`src/rtl/msk_round_const_gen.sv`:
```
// msk_round_const_gen
// Masked SKINNY-128 round-constant generator. Holds the public 6-bit
// round-constant LFSR and round counter, steps them on a per-round handshake
// and presents the constant in share-interleaved form (bit i, share j at
// roundcst[i*d+j]).
// Optional feature: define MSK_RC_REFRESH_EN to load fresh mask shares from
// rnd on every start/advance; otherwise shares 1..d-1 are constant zero.
module msk_round_const_gen #(
    parameter int d      = 2,
    parameter int ROUNDS = 40
) (
    input  logic               clk,
    input  logic               rst_n,
    input  logic               start,
    input  logic               adv,
    input  logic [6*(d-1)-1:0] rnd,
    output logic [6*d-1:0]     roundcst,
    output logic               valid,
    output logic [5:0]         round,
    output logic               last,
    output logic               done
);

    localparam logic [5:0] LAST_ROUND = 6'(ROUNDS - 1);

    typedef enum logic {
        IDLE,
        RUN
    } state_t;

    state_t                 state;
    logic [5:0]             rc;
    logic [5:0]             rc_next;
    logic [6*(d-1)-1:0]     fresh;

    // Next LFSR value; the injected constant 1 keeps the register away from zero.
    assign rc_next = {rc[4:0], rc[5] ^ rc[4] ^ 1'b1};

`ifdef MSK_RC_REFRESH_EN
    // Mask shares come straight from the fresh randomness input.
    assign fresh = rnd;
`else
    logic unused_rnd;

    // Without refresh the mask shares are zero and rnd is left unconnected.
    assign fresh      = '0;
    assign unused_rnd = ^rnd;
`endif

    // Builds the share-interleaved constant: shares 1..d-1 are the masks and
    // share 0 absorbs them so the XOR of all shares of each bit is the bit.
    function automatic logic [6*d-1:0] encode(input logic [5:0] c,
                                              input logic [6*(d-1)-1:0] m);
        logic [6*d-1:0] r;
        logic           s;
        r = '0;
        for (int i = 0; i < 6; i++) begin
            s = c[i];
            for (int j = 1; j < d; j++) begin
                r[i*d+j] = m[i*(d-1)+j-1];
                s        = s ^ m[i*(d-1)+j-1];
            end
            r[i*d] = s;
        end
        return r;
    endfunction

    // Sequencer: IDLE/RUN control with LFSR, round counter and all outputs registered.
    always_ff @(posedge clk) begin
        if (!rst_n) begin
            state    <= IDLE;
            rc       <= 6'h00;
            round    <= 6'd0;
            roundcst <= '0;
            valid    <= 1'b0;
            last     <= 1'b0;
            done     <= 1'b0;
        end else begin
            done <= 1'b0;
            if (start) begin
                state    <= RUN;
                rc       <= 6'h01;
                round    <= 6'd0;
                roundcst <= encode(6'h01, fresh);
                valid    <= 1'b1;
                last     <= (LAST_ROUND == 6'd0);
            end else if (state == RUN && adv) begin
                if (round == LAST_ROUND) begin
                    state    <= IDLE;
                    roundcst <= encode(rc, fresh);
                    valid    <= 1'b0;
                    last     <= 1'b0;
                    done     <= 1'b1;
                end else begin
                    rc       <= rc_next;
                    round    <= round + 6'd1;
                    roundcst <= encode(rc_next, fresh);
                    last     <= ((round + 6'd1) == LAST_ROUND);
                end
            end
        end
    end

endmodule

```
`config.mk`:
```
export PLATFORM = sky130hd
export DESIGN_NAME = msk_round_const_gen
export DESIGN_NICKNAME = d
export VERILOG_FILES = /design/src/rtl/msk_round_const_gen.sv
export SDC_FILE = /design/constraint.sdc
export NUM_CORES = 1
export LEC_CHECK = 0
export BUFFER_PORTS_ARGS = -buffer_cell sky130_fd_sc_hd__buf_2
export CAP_MARGIN = 20
export CORE_ASPECT_RATIO = 1.1
export CORE_MARGIN = 3
export CORE_UTILIZATION = 52
export CTS_BUF_LIST = sky130_fd_sc_hd__clkbuf_4 sky130_fd_sc_hd__clkbuf_8 sky130_fd_sc_hd__clkbuf_16
export DETAILED_ROUTE_END_ITERATION = 10
export MAX_ROUTING_LAYER = met4
export PLACE_DENSITY = 0.84
export SLEW_MARGIN = 20
export SYNTH_ARGS = -nofsm -noshare
export SYNTH_HDL_FRONTEND = slang
export SYNTH_SLANG_ARGS = --single-unit
```
`constraint.sdc`:
```
create_clock -name clk -period 2.3 [get_ports clk]
set_input_delay 0.69 -clock clk [delete_from_list [all_inputs] [get_ports clk]]
set_output_delay 0.69 -clock clk [all_outputs]
set_load 0.005 [all_outputs]
```
==> results of run 1 <==
## power by group
group	total, uW	switching (uW)	internal [uW]
Clock	182	117	65.1
Combinational	53.1	31.9	21.3
Sequential	378	6.31	372
## worst min-delay path: cells and delay by family, from the launching register on
kind | cells | cell delay, ps
AO/OA/AOI/OAI | 1 | 70
AND/OR/NAND/NOR | 1 | 60
flip-flops | 1 | 330
## cell usage after synthesis
| cell type | count | share of area, % |
|---|---|---|
| a2111oi_2 | 1 | 1.4 |
| a211o_2 | 1 | 0.92 |
| a211oi_1 | 5 | 3.5 |
| a21o_1 | 1 | 0.69 |
| a21oi_1 | 3 | 1.4 |
| a311o_1 | 1 | 0.92 |
| a31o_1 | 1 | 0.81 |
| a31oi_1 | 1 | 0.58 |
| a41oi_1 | 1 | 0.81 |
| and2_1 | 2 | 1.2 |
| and3_1 | 1 | 0.58 |
| and3_2 | 1 | 0.69 |
| and4b_1 | 1 | 0.92 |
| buf_2 | 3 | 1.4 |
| buf_4 | 7 | 4.8 |
| buf_6 | 2 | 2.1 |
| clkbuf_2 | 1 | 0.46 |
| clkinv_1 | 1 | 0.35 |
| conb_1 | 1 | 0.35 |
| dfxtp_1 | 21 | 39 |
| ha_1 | 2 | 2.3 |
| inv_1 | 2 | 0.69 |
| mux2i_1 | 6 | 5.5 |
| nand2_1 | 12 | 4.2 |
| nand2_2 | 1 | 0.58 |
| nand2b_1 | 1 | 0.58 |
| nand3_1 | 3 | 1.4 |
| nand4_1 | 1 | 0.58 |
| nand4b_1 | 1 | 0.81 |
| nand4b_4 | 1 | 2.2 |
| nor2b_1 | 1 | 0.58 |
| nor3_1 | 6 | 2.8 |
| nor4_1 | 6 | 3.5 |
| o2111a_1 | 1 | 1.0 |
| o21ai_0 | 9 | 4.2 |
| o21ai_4 | 1 | 1.5 |
| o31ai_1 | 1 | 0.69 |
| o41ai_1 | 1 | 0.81 |
| or3_1 | 1 | 0.58 |
| or4_1 | 1 | 0.69 |
| xnor2_1 | 2 | 1.6 |
| xor2_1 | 1 | 0.81 |
## flip-flops by register name, indices dropped and copies added (netlist names)
name / flops
rc: 6
roundcst: 6
done: 1
last: 1
round: 6
state: 1
## routing by layer
layer  vias up  track usage [%]
li1        455                -
met1       438            22.28
met2        29            31.28
met3         5            3.324
met4         0            12.44
met5         -                -
## how the worst max path moves through the flow
stage                   from  endpoint  slack, ps  depth (start not counted)
finish              round[2]  round[2]        580                          1
global route        round[1]     rc[0]        480                          4
CTS                 round[2]  round[2]        580                          1
detailed placement       adv     rc[0]        470                          4
global placement         adv     rc[0]        460                          4
floorplan                adv     rc[0]        750                          4
## metrics by stage
step                util, %  cell area [um^2]  hold slack, ps  total power, uW  instances
finish                62.43              1175           500.6            613.6        160
CTS                   62.43              1175           504.2            615.0        160
global placement      60.97              1147           453.0            437.9        156
floorplan                 -              1104           458.5            429.3        122
global route          62.43              1175           533.1            646.2        160
detailed placement    60.97              1147           485.6            439.2        156
## cell type report
cell class / count / area, um^2 / share of cell area, %
inverters: 3 / 11.26 / 0.9585
flip-flops and latches: 21 / 420.4 / 35.78
well taps: 27 / 33.78 / 2.875
multi-input cells: 85 / 576.8 / 49.09
repair buffers: 20 / 105.1 / 8.946
clock buffers: 3 / 22.52 / 1.917
clock inverters: 1 / 5.005 / 0.4260
## cells by family (layout without fill, tap and decap cells)
family,Yosys count,after routing,share of synthesized area [%]
buffers and inverters,16,27,9.803
AOI/OAI and AO/OA,28,28,19.15
xor gates and xnor gates,3,3,2.423
DFF,21,21,38.75
muxes,6,6,5.537
adders and majority gates,2,2,2.306
and+or+nand+nor,40,40,21.69
other,1,6,0.3457
==> results.toml, run 1 <==
[finish]
final_common_cell = "dfxtp_1"
fillers = 193
n_antenna_cell = 0
synthToLayoutAreaGrowth_pct = 8.305
layout-drive-gt1-share_pct = 22.56
mostFrequentLayoutCells = "dfxtp_1, buf_2, nand2_1"
fin_nets = 146

[route]
wl_met2_um = 1078
route.vias.total = 927
wl_met1_um = 963
route.top_layer_used = "met4"
firstDrtPassIters = 4
route.detailed.drc = 0
wl_per_cell_um = 13.77
wirelength_um = 2203
drt_iter0_markers = 16
drtAntennaViolNets = 0
dr_wl_met3_um = 110
vias_per_cell = 5.794

[worst_setup_path]
crit_arrival_ps = 1030
cp_top_family = "flip-flops"
critPathMaxFanout = 9
rr_startpoint = "round[1]"
cp.required_ps = 1610
critPathCaptureType = "output pin"
start_kind = "flop"
critPathMaxStageDelay_ps = 540
r2r_cells = 4
criticalPathCategory = "flop to output pin"
path_buf_inv = 1
rrSetupSlack_ps = 590
crit_chain = "buf_2"
r2r-end = "rc[0]"
critPathSlowestCell = "dfxtp_1"

[timing]
max_freq_mhz = 581.9
min_period_over_period_pct = 74.72
skew_ps = 0.8064
setup_tns_ps = 0
setup_ws_ps = 581.5
period_minus_slack_ps = 1718
finalHoldViolations = 0
rsz0062_at_grt = "no"
setup_viol = 0
drv_slew = 0

[clock_network]
clock_latency_ps = 310
cts_tree = "built"
clock_path_buffers = 2
hold_buffers = 0
root_buffer = "clkbuf_4"
numCtsBuffers = 3
numClockSinks = 21
cts_setup_buffers = 0
clk_pin_slew_ps = 120
ctsHtreeMaxLevel = 1
post_cts_resized = 0

[global_routing]
grt_max_degree = 20
grt_pass1_vias = 816
grt_pass1_wl_um = 3677
antenna_found_initial = 0
grt_overflow = 0
grt_usage_pct = 19.26

[synth]
yosys_warnings = 0
syn_area_per_cell_um2 = 9.272
netlist_area_um2 = 1085
synth_cell_types = 42
syn-instance-count = 117
ys_seq_elements = 21
ys_seq_area_share_pct = 38.75

[placed_design]
place_ws_ps = 466.0
port_buffers = 18
place_congestion = 0.8147
dp_hpwl_um = 1596

[floorplan]
initial_core_util_pct = 57.65
core.rowCount = 16
num_io_pins = 31
die_h_um = 53.91
dieWidth_um = 49.55
coreArea_um2 = 1882
die-area_um2 = 2671

[worst_hold_path]
holdPathStages = 2
worstHoldStart = "last"
worstHoldEndpoint = "last"
hold_class = "flop to flop"

[power_and_ir_drop]
p_per_area_nw_per_um2 = 522.3
ir_drop_uv = 436.7
leakagePower_uw = 0.0005312

[run]
maxCapViolations = 0

[status]
outcome = "finished clean"
Power figures use the tool's default switching activity.
==> run 2: changes to the inputs <==
Settings changed: ABC_AREA set to 1, CORE_UTILIZATION 52 to 45, PLACE_DENSITY 0.84 to 0.78.
Clock period 2.3 ns to 1.55 ns, I/O delays scaled along.
==> run 2 against run 1 <==
  * Clock-buffer cell count stayed put
  * Non-clock buffer count is 7 higher
  * Clock power is 42% higher
  * First-iteration DRC count is 44% lower
  * Die area is 9.4% higher
  * Core utilization is 4.9 points lower
  * Sequential share of layout area is 1.1 points lower
  * Cell count is 20% higher
  * Area after synthesis is 4.3% lower
  * Critical path depth is 8 higher
  * Global-route usage is 4.6 points lower
==> results.toml, run 2 <==
[status]
outcome = "finished clean"

[finish]
fin_util_pct = 57.52
fin_nets = 177
mostFrequentLayoutCells = "nand2_1, dfxtp_1, buf_2"
synthToLayoutAreaGrowth_pct = 16.63
top_regs = "rc (6), round (6), roundcst (6)"
n_antenna_cell = 0
final_common_cell = "nand2_1"
layout-drive-gt1-share_pct = 28.05

[synth]
synthMuxAreaShare_pct = 0
yosys-top-cells-count = "nand2_1, dfxtp_1, inv_1, a21oi_1, nand3_1"
synth_compound_area_share_pct = 14.10
yosysTopAreaCell = "dfxtp_1"
synth_edf_count = 0
ys.flop_type = "dfxtp_1"
yosysMostFrequentCell = "nand2_1"
synth.area.top_cells = "dfxtp_1, nand2_1, inv_1"
ys_seq_area_share_pct = 40.48
synth-async-reset-ratio_pct = 0
synth_top_family_by_area = "simple AND/OR/NAND/NOR gates"
synth_cell_types = 26
syn-instance-count = 137
synth_top_area_share_pct = 40.48
synth-adder-area-share_pct = 2.410
synth_xor_xnor_area_share_pct = 0.8434
ys_seq_elements = 21
netlist_area_um2 = 1038
syn_area_per_cell_um2 = 7.580
synth-simple-area-share_pct = 28.55
yosys_warnings = 0

[worst_setup_path]
r2r-end = "roundcst[0]"
critPathMaxFanout = 10
cp.required_ps = 1760
r2r_cells = 9
criticalPathCategory = "flop to flop"
critPathMaxStageDelay_ps = 360
crit_arrival_ps = 1610
path_buf_inv = 2
rrSetupSlack_ps = 150
start_kind = "flop"
crit_chain = "ha_1 -> nand2_2 -> inv_2 -> nand3_4 -> nand2_8 -> inv_4 -> nand2_4 -> nand2_1 -> o21a_1"
rr_startpoint = "round[0]"
critPathSlowestCell = "dfxtp_1"
critPathCaptureType = "flop"
cp_top_family = "simple AND/OR/NAND/NOR gates"

[clock_network]
numCtsBuffers = 3
cts_tree = "built"
clk_pin_slew_ps = 110
clock_latency_ps = 300
clock_path_buffers = 2
numClockSinks = 21
ctsHtreeMaxLevel = 1
root_buffer = "clkbuf_4"

[route]
vias_per_cell = 4.609
route.detailed.drc = 0
wirelength_um = 1995
drtAntennaViolNets = 0
route.vias.total = 885
drt_iter0_markers = 9
wl_per_cell_um = 10.39
firstDrtPassIters = 4

[power_and_ir_drop]
p_per_area_nw_per_um2 = 741.6
leakagePower_uw = 0.0005530
ir_drop_uv = 551.7

[timing]
setup_tns_ps = 0
rsz0062_at_grt = "no"
skew_ps = 0.7930
max_freq_mhz = 716.0
drv_slew = 0
period_minus_slack_ps = 1397
min_period_over_period_pct = 90.10
setup_viol = 0
finalHoldViolations = 0
setup_ws_ps = 153.4

[global_routing]
antenna_found_initial = 0
grt_overflow = 0
grt_usage_pct = 14.61
grt_pass1_wl_um = 3215
grt_pass1_vias = 785
grt_max_degree = 14

[worst_hold_path]
worstHoldEndpoint = "roundcst[0]"
hold_class = "input pin to flop"
worstHoldStart = "rst_n"
holdPathStages = 2

[placed_design]
port_buffers = 18
dp_hpwl_um = 1494
place_congestion = 0.8190
place_ws_ps = 109.3

[floorplan]
die_h_um = 56.39
initial_core_util_pct = 49.32
dieWidth_um = 51.81
coreArea_um2 = 2106
core.rowCount = 17
num_io_pins = 31
die-area_um2 = 2921

[run]
maxCapViolations = 0
run 2: where the power goes:
group | total [uW] | switching, uW | internal, uW | leakage [uW]
clock network | 259 | 163 | 96.3 | 0.0000177
registers | 555 | 6.24 | 549 | 0.000170
logic | 84.4 | 51.1 | 33.3 | 0.000365
run 2: worst max path at each step:
stage | startpoint | to | slack [ps] | cells after the start
after floorplan | round[1] | round[5] | 180 | 9
after global placement | round[0] | roundcst[0] | 130 | 9
after detailed placement | round[0] | roundcst[0] | 110 | 9
after CTS | round[0] | roundcst[10] | 90 | 10
after global routing | round[0] | roundcst[2] | 20 | 10
final | round[0] | roundcst[0] | 150 | 9
run 2: routing by layer:
| layer | share of wire (%) | global-route usage (%) | up-vias | wire (um) |
|---|---|---|---|---|
| met5 | 0 | - | - | 0 |
| met2 | 50 | 23.64 | 17 | 994 |
| met4 | 1.0 | 5.993 | 0 | 20 |
| met1 | 45 | 17.33 | 391 | 901 |
| li1 | - | - | 473 | - |
| met3 | 4.0 | 3.183 | 4 | 79 |
run 2: logic make-up after synthesis:
family | after synthesis
adders and majority gates | 2
AOI/OAI and AO/OA | 23
buffers and inverters | 25
xor gates and xnor gates | 1
and+or+nand+nor | 64
other | 1
DFF | 21
run 2: repair_timing:
action	4_1_cts	5_1_grt
setup buffers	0	3
gates resized for setup	0	1
hold buffers	0	0
setup endpoints to repair	0	3
run 2: cell type report:
class / instances / area (um^2)
Timing Repair Buffer: 27 / 157.7
Tap cell: 28 / 35.03
Inverter: 16 / 62.56
Fill cell: 205 / 894.6
Clock inverter: 1 / 5.005
Multi-Input combinational cell: 96 / 508.0
Clock buffer: 3 / 22.52
Sequential cell: 21 / 420.4
run 2: metrics by stage:
step / power [uW] / hold WS (ps) / cell area [um^2] / instances
2_1_floorplan: 632.0 / 452.6 / 1057 / 142
3_3_place_gp: 642.7 / 454.9 / 1152 / 185
3_5_place_dp: 644.7 / 455.9 / 1152 / 185
4_1_cts: 898.3 / 369.3 / 1180 / 189
5_1_grt: 945.4 / 378.2 / 1211 / 192
6_report: 898.2 / 370.7 / 1211 / 192
run 2: worst register-to-register path, cell delays in order (launching register included):
cell and delay [ps]:
dfxtp_1 360, ha_1 180, nand2_2 100, inv_2 80
nand3_4 120, nand2_8 140, inv_4 70, nand2_4 70
nand2_1 50, o21a_1 150
